$ cat config.mk
export PLATFORM = sky130hd
export DESIGN_NAME = chan_packet_time_ctrl
export DESIGN_NICKNAME = d
export VERILOG_FILES = /design/src/rtl/chan_packet_time_pkg.sv /design/src/rtl/chan_packet_pps_sync.sv /design/src/rtl/chan_packet_time_ctrl.sv
export SDC_FILE = /design/constraint.sdc
export NUM_CORES = 1
export LEC_CHECK = 0
export CAP_MARGIN = 0
export CORE_ASPECT_RATIO = 1.2
export CORE_UTILIZATION = 59
export DETAILED_ROUTE_END_ITERATION = 10
export PLACE_DENSITY = 0.86
export SYNTH_ARGS = -nofsm -noshare
export SYNTH_HDL_FRONTEND = slang
export SYNTH_HIERARCHICAL = 1
export SYNTH_SLANG_ARGS = --single-unit
$ cat constraint.sdc
create_clock -name user_clk -period 3.7 [get_ports user_clk]
set_input_delay 0.74 -clock user_clk [delete_from_list [all_inputs] [get_ports user_clk]]
set_output_delay 0.74 -clock user_clk [all_outputs]
set_load 0.05 [all_outputs]
$ cat src/rtl/chan_packet_time_pkg.sv
`default_nettype none
// ============================================================================
// Module   : chan_packet_time_pkg
// Purpose  : Shared constants and PPS window helpers for the channel-packet
//            timekeeper.
// Revision : 1.0 - initial release
// ============================================================================
package chan_packet_time_pkg;

  // Lock state encoding, also visible on state_out
  localparam logic [1:0] ST_FREE   = 2'b00;
  localparam logic [1:0] ST_ARMED  = 2'b01;
  localparam logic [1:0] ST_LOCKED = 2'b10;

  // PPS arrived shortly before the boundary: take the boundary now
  function automatic logic pps_is_early(input logic [31:0] ticks,
                                        input logic [31:0] tps,
                                        input logic [31:0] tol);
    return (ticks >= (tps - tol));
  endfunction

  // PPS arrived shortly after the boundary, which has already been taken
  function automatic logic pps_is_late(input logic [31:0] ticks,
                                       input logic [31:0] tol);
    return (ticks <= tol);
  endfunction

  // First tick past the late window: a PPS should have been seen by now
  function automatic logic pps_window_closed(input logic [31:0] ticks,
                                             input logic [31:0] tol);
    return (ticks == (tol + 32'd1));
  endfunction

endpackage
`default_nettype wire

$ cat src/rtl/chan_packet_pps_sync.sv
`default_nettype none
// ============================================================================
// Module   : chan_packet_pps_sync
// Purpose  : Brings the asynchronous 1PPS into the local clock domain and
//            produces a registered one-cycle strobe on its rising edge.
// Revision : 1.0 - initial release
// ============================================================================
module chan_packet_pps_sync (
  input  logic clk,
  input  logic rst,
  input  logic i_pps,
  output logic o_pps_edge
);

  logic r_meta;
  logic r_sync;
  logic r_sync_d;
  logic r_edge;

  // Two-flop synchronizer, edge history and registered edge strobe
  always_ff @(posedge clk) begin
    if (rst) begin
      r_meta   <= 1'b0;
      r_sync   <= 1'b0;
      r_sync_d <= 1'b0;
      r_edge   <= 1'b0;
    end else begin
      r_meta   <= i_pps;
      r_sync   <= r_meta;
      r_sync_d <= r_sync;
      r_edge   <= r_sync & ~r_sync_d;
    end
  end

  assign o_pps_edge = r_edge;

endmodule
`default_nettype wire

$ cat src/rtl/chan_packet_time_ctrl.sv
`default_nettype none
// ============================================================================
// Module   : chan_packet_time_ctrl
// Purpose  : Seconds/ticks time base for channel packets, aligned to an
//            external 1PPS; software-loaded seconds take effect on next PPS.
// Revision : 1.0 - initial release
// ============================================================================
module chan_packet_time_ctrl
  import chan_packet_time_pkg::*;
#(
  parameter int unsigned TICKS_PER_SEC = 256000000,
  parameter int unsigned PPS_TOL       = 16,
  parameter int unsigned ERR_CNT_W     = 16
) (
  input  logic                 user_clk,
  input  logic                 user_rst,
  input  logic                 pps_in,
  input  logic [31:0]          sec_load_val,
  input  logic                 sec_load_req,
  output logic [31:0]          seconds,
  output logic [31:0]          ticks,
  output logic                 sec_pulse,
  output logic [1:0]           state_out,
  output logic                 pps_missing,
  output logic [ERR_CNT_W-1:0] pps_err_cnt
);

  localparam logic [31:0] c_tps    = 32'(TICKS_PER_SEC);
  localparam logic [31:0] c_tps_m1 = 32'(TICKS_PER_SEC - 1);
  localparam logic [31:0] c_tol    = 32'(PPS_TOL);

  logic [1:0]           r_state;
  logic [31:0]          r_seconds;
  logic [31:0]          r_ticks;
  logic                 r_pulse;
  logic [31:0]          r_pending;
  logic                 r_missing;
  logic                 r_pps_seen;
  logic [ERR_CNT_W-1:0] r_err_cnt;
  logic                 r_load_q;
  logic                 r_load_qq;

  logic                 w_pps_edge;
  logic                 w_load_edge;
  logic                 w_nat_wrap;
  logic [1:0]           w_nxt_state;
  logic [31:0]          w_nxt_seconds;
  logic [31:0]          w_nxt_ticks;
  logic                 w_nxt_pulse;
  logic [31:0]          w_nxt_pending;
  logic                 w_nxt_missing;
  logic                 w_nxt_seen;
  logic                 w_err_inc;

  chan_packet_pps_sync u_pps_sync (
    .clk        (user_clk),
    .rst        (user_rst),
    .i_pps      (pps_in),
    .o_pps_edge (w_pps_edge)
  );

  // Register the software request twice so its rising edge is fully synchronous
  always_ff @(posedge user_clk) begin
    if (user_rst) begin
      r_load_q  <= 1'b0;
      r_load_qq <= 1'b0;
    end else begin
      r_load_q  <= sec_load_req;
      r_load_qq <= r_load_q;
    end
  end

  assign w_load_edge = r_load_q & ~r_load_qq;

  // Lock state register
  always_ff @(posedge user_clk) begin
    if (user_rst) begin
      r_state <= ST_FREE;
    end else begin
      r_state <= w_nxt_state;
    end
  end

  // Next state and next time-base values; a load is applied last so it
  // overrides the state chosen by the PPS rules
  always_comb begin
    w_nat_wrap    = (r_ticks == c_tps_m1);
    w_nxt_ticks   = w_nat_wrap ? 32'd0 : (r_ticks + 32'd1);
    w_nxt_seconds = w_nat_wrap ? (r_seconds + 32'd1) : r_seconds;
    w_nxt_pulse   = w_nat_wrap;
    w_nxt_state   = r_state;
    w_nxt_pending = r_pending;
    w_nxt_missing = r_missing;
    w_err_inc     = 1'b0;
    w_nxt_seen    = r_pps_seen;

    if (w_pps_edge) begin
      w_nxt_seen = 1'b1;
    end else if (w_nat_wrap) begin
      w_nxt_seen = 1'b0;
    end

    case (r_state)
      ST_FREE: begin
        w_nxt_state = ST_FREE;
      end
      ST_ARMED: begin
        if (w_pps_edge) begin
          w_nxt_seconds = r_pending;
          w_nxt_ticks   = 32'd0;
          w_nxt_pulse   = 1'b1;
          w_nxt_state   = ST_LOCKED;
        end
      end
      ST_LOCKED: begin
        if (w_pps_edge) begin
          if (pps_is_early(r_ticks, c_tps, c_tol)) begin
            // Also covers a PPS coinciding with the natural wrap: one increment
            w_nxt_ticks   = 32'd0;
            w_nxt_seconds = r_seconds + 32'd1;
            w_nxt_pulse   = 1'b1;
          end else if (pps_is_late(r_ticks, c_tol)) begin
            w_nxt_ticks   = 32'd0;
            w_nxt_seconds = r_seconds;
            w_nxt_pulse   = 1'b0;
          end else begin
            w_err_inc   = 1'b1;
            w_nxt_state = ST_FREE;
          end
        end else if (pps_window_closed(r_ticks, c_tol) && !r_pps_seen) begin
          w_nxt_missing = 1'b1;
          w_err_inc     = 1'b1;
          w_nxt_state   = ST_FREE;
        end
      end
      default: begin
        w_nxt_state = ST_FREE;
      end
    endcase

    if (w_load_edge) begin
      w_nxt_pending = sec_load_val;
      w_nxt_missing = 1'b0;
      w_nxt_state   = ST_ARMED;
    end
  end

  // Time base, pending value, flags and saturating error counter
  always_ff @(posedge user_clk) begin
    if (user_rst) begin
      r_seconds  <= 32'd0;
      r_ticks    <= 32'd0;
      r_pulse    <= 1'b0;
      r_pending  <= 32'd0;
      r_missing  <= 1'b0;
      r_pps_seen <= 1'b0;
      r_err_cnt  <= '0;
    end else begin
      r_seconds  <= w_nxt_seconds;
      r_ticks    <= w_nxt_ticks;
      r_pulse    <= w_nxt_pulse;
      r_pending  <= w_nxt_pending;
      r_missing  <= w_nxt_missing;
      r_pps_seen <= w_nxt_seen;
      if (w_err_inc && (r_err_cnt != '1)) begin
        r_err_cnt <= r_err_cnt + ERR_CNT_W'(1);
      end
    end
  end

  // Outputs come straight from registers
  always_comb begin
    seconds     = r_seconds;
    ticks       = r_ticks;
    sec_pulse   = r_pulse;
    state_out   = r_state;
    pps_missing = r_missing;
    pps_err_cnt = r_err_cnt;
  end

endmodule
`default_nettype wire

==> flow_metrics.tcl, run 1 <==
set metrics [dict create \
    rows 45 \
    start_kind "register" \
    syn-cell-area_mm2 0.00773 \
    grt_pass1_wl_mm 39.8 \
    timing.rr.start "seconds[2]$_SDFFE_PP0P_" \
    crit_start "seconds[2]$_SDFFE_PP0P_" \
    clk_latency_ns 0.44 \
    htreeDepth 4 \
    met2_usage 0.607 \
    synth_top_cell_area_share 0.318 \
    vdd_drop_max_mv 0.289 \
    path_clk_slew_ns 0.06 \
    routed_wl_mm 25.3 \
    ctsResizeCount 0 \
    hold_buffers 0 \
    viasPerCell 6.63 \
    synth_top_flop_cell "dfxtp_1" \
    drt.antenna.violating_nets 0 \
    drt-initial-drc-count 938 \
    synth.avg_cell_area_um2 7.56 \
    grt-ovfl-total 0 \
    finalMaxSlewViolations 0 \
    worstSetupEndpointType "register" \
    die_area_mm2 0.0136 \
    grt_pass1_vias 7783 \
    clockBufferDepth 2 \
    rr_worst_depth 7 \
    clock_sinks 123 \
    tightest_slew_ns 1.11 \
    max_cap_viol_count 0 \
    num-nets-final 1142 \
    ys_top_cells_by_count "nand2_1 (130), dfxtp_1 (123), nor2_1 (101), a21oi_1 (98), clkbuf_1 (52)" \
    n_antenna_cell 0 \
    hold_viol 0 \
    met1_usage 0.454 \
    antenna_found_initial 0 \
    synthTopCellsByArea "dfxtp_1 (32%), a21oi_1 (6.3%), nand2_1 (6.3%)" \
    fillers 1004 \
    layout-drive-gt1-share 0.0881 \
    final_area_mm2 0.00950 \
    core_area_mm2 0.0127 \
    netlist_instances 1023 \
    power_density_mw_per_mm2 350 \
    firstDrtPassIters 6 \
    crit_end "seconds[21]$_SDFFE_PP0P_" \
    seqCellArea_mm2 0.00246 \
    seq_area_frac_synth 0.318 \
    postCtsSetupBuffers 0 \
    path_class "register to register" \
    async_flop_share 0 \
    min_period_ns 3.15 \
    yosysUniqueCellTypes 80 \
    cts_tree "built" \
    post-dp-hpwl_mm 16.2 \
    io_buffer_count 119 \
    post-synth-top-count-cell "nand2_1" \
    syn_nets 1066 \
    grt-busiest-layer "met2" \
    grt_usage 0.373 \
    cts_inserted_buffers 17 \
    arrival_ns 3.42 \
    die_h_um 127 \
    synth_edf_count 0 \
    synthToLayoutAreaGrowth_pct 22.9 \
    finalCritPeriodShare 0.851 \
    outcome "complete, no violations" \
    wire_per_inst_um 19.8 \
    grtUsageMet3 0.0898 \
    synth-seq-cells 123 \
    worstReg2RegEnd "seconds[21]$_SDFFE_PP0P_" \
    hold_ws_ns 0.413 \
    crit_path_max_fanout 11 \
    relSlewSlack 0.253 \
    place_congestion 1.01 \
    r2r_slack_ns 0.55 \
    rsz0062_at_grt "false" \
    drc_errors 0 \
    cts_root_buf "clkbuf_16" \
    yosys_warnings 6 \
    place_area_mm2 0.00895 \
    die_w_um 107 \
    multi_input_area_mm2 0.00481 \
    fin_worst_skew_ns 0.00819 \
    ios 120 \
    grt_start_max_net_pins 95 \
    hp-class "register to register" \
    fmax_mhz 317 \
    tns_ns 0 \
    start_util 0.608 \
    setup_viol 0 \
    num_vias 8462 \
    leakage_nw 3.10 \
    cp.required_ns 3.97 \
    post-synth-top-area-cell "dfxtp_1" \
]
state kept, by name (all words and copies together) (netlist names), 2 cells and up:
| name | flops |
|---|---|
| pps_err_cnt | 16 |
| state_out | 2 |
| ticks | 32 |
| r_pending | 32 |
| seconds | 32 |
worst min path at each step:
stage	depth (start not counted)	to	slack (ns)	from
floorplan	1	u_pps_sync/o_pps_edge$_SDFF_PP0_	0.39	u_pps_sync/r_sync_d$_SDFF_PP0_
global placement	1	u_pps_sync/o_pps_edge$_SDFF_PP0_	0.39	u_pps_sync/r_sync_d$_SDFF_PP0_
detailed placement	1	u_pps_sync/o_pps_edge$_SDFF_PP0_	0.40	u_pps_sync/r_sync_d$_SDFF_PP0_
CTS	1	u_pps_sync/o_pps_edge$_SDFF_PP0_	0.41	u_pps_sync/r_sync_d$_SDFF_PP0_
global route	1	u_pps_sync/o_pps_edge$_SDFF_PP0_	0.42	u_pps_sync/r_sync_d$_SDFF_PP0_
finish	1	u_pps_sync/o_pps_edge$_SDFF_PP0_	0.41	u_pps_sync/r_sync_d$_SDFF_PP0_
layout make-up:
type                       count  share of cell area
multi-input combinational    787               0.506
sequential                   123               0.259
timing repair buffer         144               0.145
clock buffer                  21              0.0495
tap                          164              0.0216
inverter                      26              0.0103
clock inverter                11             0.00908
worst max-delay path, stage by stage (launching register included):
cell	delay, ns
dfxtp_1	0.57
nand4_2	0.27
nor2_2	0.44
and2_1	0.34
nand4_1	0.32
mux2i_1	0.21
a2111oi_0	0.67
a211oi_1	0.15
placed cells by master (no fill, tap or decap), types with 26 or more instances in the layout:
master           Yosys  routed
dfxtp_1            123     123
nand2_1            130     130
nand3_1             40      40
nand4_1             35      35
a21oi_1             98      98
clkdlybuf4s50_1      0     118
nor2_1             101     101
a31oi_1             26      26
inv_1               26      26
o21ai_0             44      44
cells by family (layout without fill, tap and decap cells):
group           count (synthesis)  in the layout  share of synthesized area
compound gates                295            295                      0.253
buf+inv                       113            202                     0.0610
simple gates                  430            430                      0.291
flops                         123            123                      0.318
fa+ha+maj                       7              7                     0.0113
xor+xnor                       45             45                     0.0510
mux                            10             10                     0.0147
per-layer routing:
| metal | vias up | share of wire | wire, um |
|---|---|---|---|
| met1 | 3860 | 0.37 | 9490 |
| met3 | 136 | 0.11 | 2710 |
| met2 | 562 | 0.47 | 11800 |
| li1 | 3904 | - | - |
| met5 | - | 0 | 0 |
| met4 | 0 | 0.051 | 1290 |
through the flow:
stage	total power, W	setup slack, ns	utilization	cells
floorplan	0.00165	0.899	-	1023
global placement	0.00177	0.723	0.703	1244
detailed placement	0.00178	0.720	0.703	1244
CTS	0.00332	0.695	0.747	1276
global route	0.00342	0.515	0.747	1276
finish	0.00333	0.550	0.747	1276
power by group:
group          internal [W]  switching, W
registers           0.00136     0.0000628
clock network      0.000915      0.000653
logic              0.000132      0.000204
No activity file was read; power rests on OpenSTA's default activity.
==> inputs of run 2 (changes only) <==
--- a/config.mk
+++ b/config.mk
@@ -6,7 +6,7 @@
 export NUM_CORES = 1
 export LEC_CHECK = 0
 export CAP_MARGIN = 0
-export CORE_ASPECT_RATIO = 1.2
+export CORE_ASPECT_RATIO = 1.4
 export CORE_UTILIZATION = 59
 export DETAILED_ROUTE_END_ITERATION = 10
 export PLACE_DENSITY = 0.86
==> run 2 against run 1 <==
Against the previous run:
- critical path depth did not move
- global-route usage fell by 0.48 points
- register-to-register slack improved by 0.10 ns
- non-clock buffer count rose by 2
- clock-buffer cell count fell by 2
- power fell by 0.21%
- first-iteration DRC count rose by 17%
- core utilization fell by 0.70 points
- combinational power fell by 2%
- via count rose by 0.57%
- sequential power barely moved
- wire length fell by 0.32%
==> flow_metrics.tcl, run 2 (same netlist as run 1, synthesis figures left out) <==
set metrics [dict create \
    r2r_slack_ns 0.65 \
    start_kind "register" \
    dp_cells 1235 \
    viasPerCell 6.73 \
    die_w_um 98.8 \
    leakage_nw 3.09 \
    htreeDepth 4 \
    clockBufferDepth 2 \
    combPwrFrac 0.099 \
    crit_path_max_fanout 9 \
    p_sw_frac 0.275 \
    finalCritPeriodShare 0.823 \
    min_period_ns 3.05 \
    power_density_mw_per_mm2 350 \
    finalMaxSlewViolations 0 \
    hold_viol 0 \
    cts_tree "built" \
    tightest_slew_ns 1.17 \
    crit_buf_inv 0 \
    grt_usage 0.368 \
    cts_root_buf "clkbuf_16" \
    slowest_delay_ns 0.63 \
    postCtsSetupBuffers 0 \
    fmax_mhz 328 \
    layout-drive-gt1-share 0.0872 \
    drt.antenna.violating_nets 0 \
    drc_errors 0 \
    routed_wl_mm 25.2 \
    cts_inserted_buffers 17 \
    setup_viol 0 \
    num_vias 8510 \
    vdd_drop_max_mv 0.269 \
    rows 49 \
    outcome "complete, no violations" \
    ctsResizeCount 0 \
    timing.final.ws_setup_ns 0.653 \
    synthToLayoutAreaGrowth_pct 22.6 \
    tns_ns 0 \
    instances_no_fill 1265 \
    path_class "register to register" \
    switching_power_w 0.000915 \
    pwr-share-seq 0.430 \
    p_int_w 0.00241 \
    cp_slowest_cell "nor4_2" \
    post-dp-hpwl_mm 16.6 \
    die_area_mm2 0.0136 \
    worstSetupEndpointType "register" \
    path_clk_slew_ns 0.06 \
    fin_worst_skew_ns 0.00830 \
    place_congestion 0.930 \
    path_cells "nor4_4 -> and4_1 -> nand4_1 -> nor4_2 -> xnor2_1 -> a2bb2oi_1 -> o32ai_2" \
    drt-initial-drc-count 1101 \
    relSlewSlack 0.218 \
    n_antenna_cell 0 \
    pwr-share-clk 0.471 \
    grt-ovfl-total 0 \
    hold_ws_ns 0.438 \
    max_cap_viol_count 0 \
    ios 120 \
    io_buffer_count 119 \
    final_common_cell "nand2_1" \
    rsz0062_at_grt "false" \
    hp-class "register to register" \
    clock_sinks 123 \
    grt_start_max_net_pins 95 \
    start_util 0.604 \
    wire_per_inst_um 20.0 \
    firstDrtPassIters 9 \
    grt_pass1_wl_mm 39.2 \
    cp.required_ns 3.96 \
    arrival_ns 3.31 \
    die_h_um 137 \
    grt_pass1_vias 7821 \
    pre_cts_slack_ns 0.786 \
    clk_latency_ns 0.42 \
    final_cell_mix "nand2_1 (130), dfxtp_1 (123), clkdlybuf4s50_1 (118)" \
    num-nets-final 1144 \
    fillers 995 \
    hold_buffers 0 \
    core_area_mm2 0.0128 \
    antenna_found_initial 0 \
    cp_top_family "simple AND/OR/NAND/NOR gates" \
]
==> run 2: changes by cell type in the layout (fill, tap and decap cells not counted), moves of 2 or more <==
cell	before	now
clkinv_2	2	4
clkbuf_8	3	0
buf_4	25	27
clkinv_4	4	1
==> run 2: final timing paths <==
check | cells past startpoint | end | from
max | 7 | seconds[24]$_SDFFE_PP0P_ | ticks[16]$_SDFF_PP0_
min | 1 | u_pps_sync/r_sync$_SDFF_PP0_ | u_pps_sync/r_meta$_SDFF_PP0_
min reg2reg | 1 | u_pps_sync/r_sync$_SDFF_PP0_ | u_pps_sync/r_meta$_SDFF_PP0_
max reg2reg | 7 | seconds[24]$_SDFFE_PP0P_ | ticks[16]$_SDFF_PP0_
==> run 2: metal layers <==
layer | global-route usage | wire [um] | vias up
met5 | 0 | 0 | -
met4 | 0.291 | 1730 | 0
met3 | 0.0822 | 2370 | 153
met2 | 0.610 | 12000 | 531
met1 | 0.408 | 9160 | 3925
li1 | - | - | 3901
==> run 2: final cells by class <==
class	count	area (um^2)	share of cell area
repair buffers	146	1390	0.146
clock buffers	19	433	0.0457
clock inverters	11	98.8	0.0104
inverters	26	97.6	0.0103
flip-flops and latches	123	2460	0.260
multi-input cells	787	4810	0.507
well taps	153	191	0.0202
==> run 2: stage by stage <==
step | instance area (um^2) | total power, W | util
6_report | 9480 | 0.00332 | 0.740
5_1_grt | 9480 | 0.00341 | 0.740
4_1_cts | 9480 | 0.00331 | 0.740
3_5_place_dp | 8950 | 0.00178 | 0.698
3_3_place_gp | 8950 | 0.00177 | 0.698
2_1_floorplan | 7730 | 0.00165 | -
==> run 2: power groups by stage <==
stage | Clock [W] | Sequential (W) | Combinational [W]
2_1_floorplan | 0 | 0.00148 | 0.000176
5_1_grt | 0.00162 | 0.00143 | 0.000353
4_1_cts | 0.00156 | 0.00142 | 0.000327
3_5_place_dp | 0 | 0.00145 | 0.000325
6_report | 0.00156 | 0.00143 | 0.000330
3_3_place_gp | 0 | 0.00145 | 0.000320
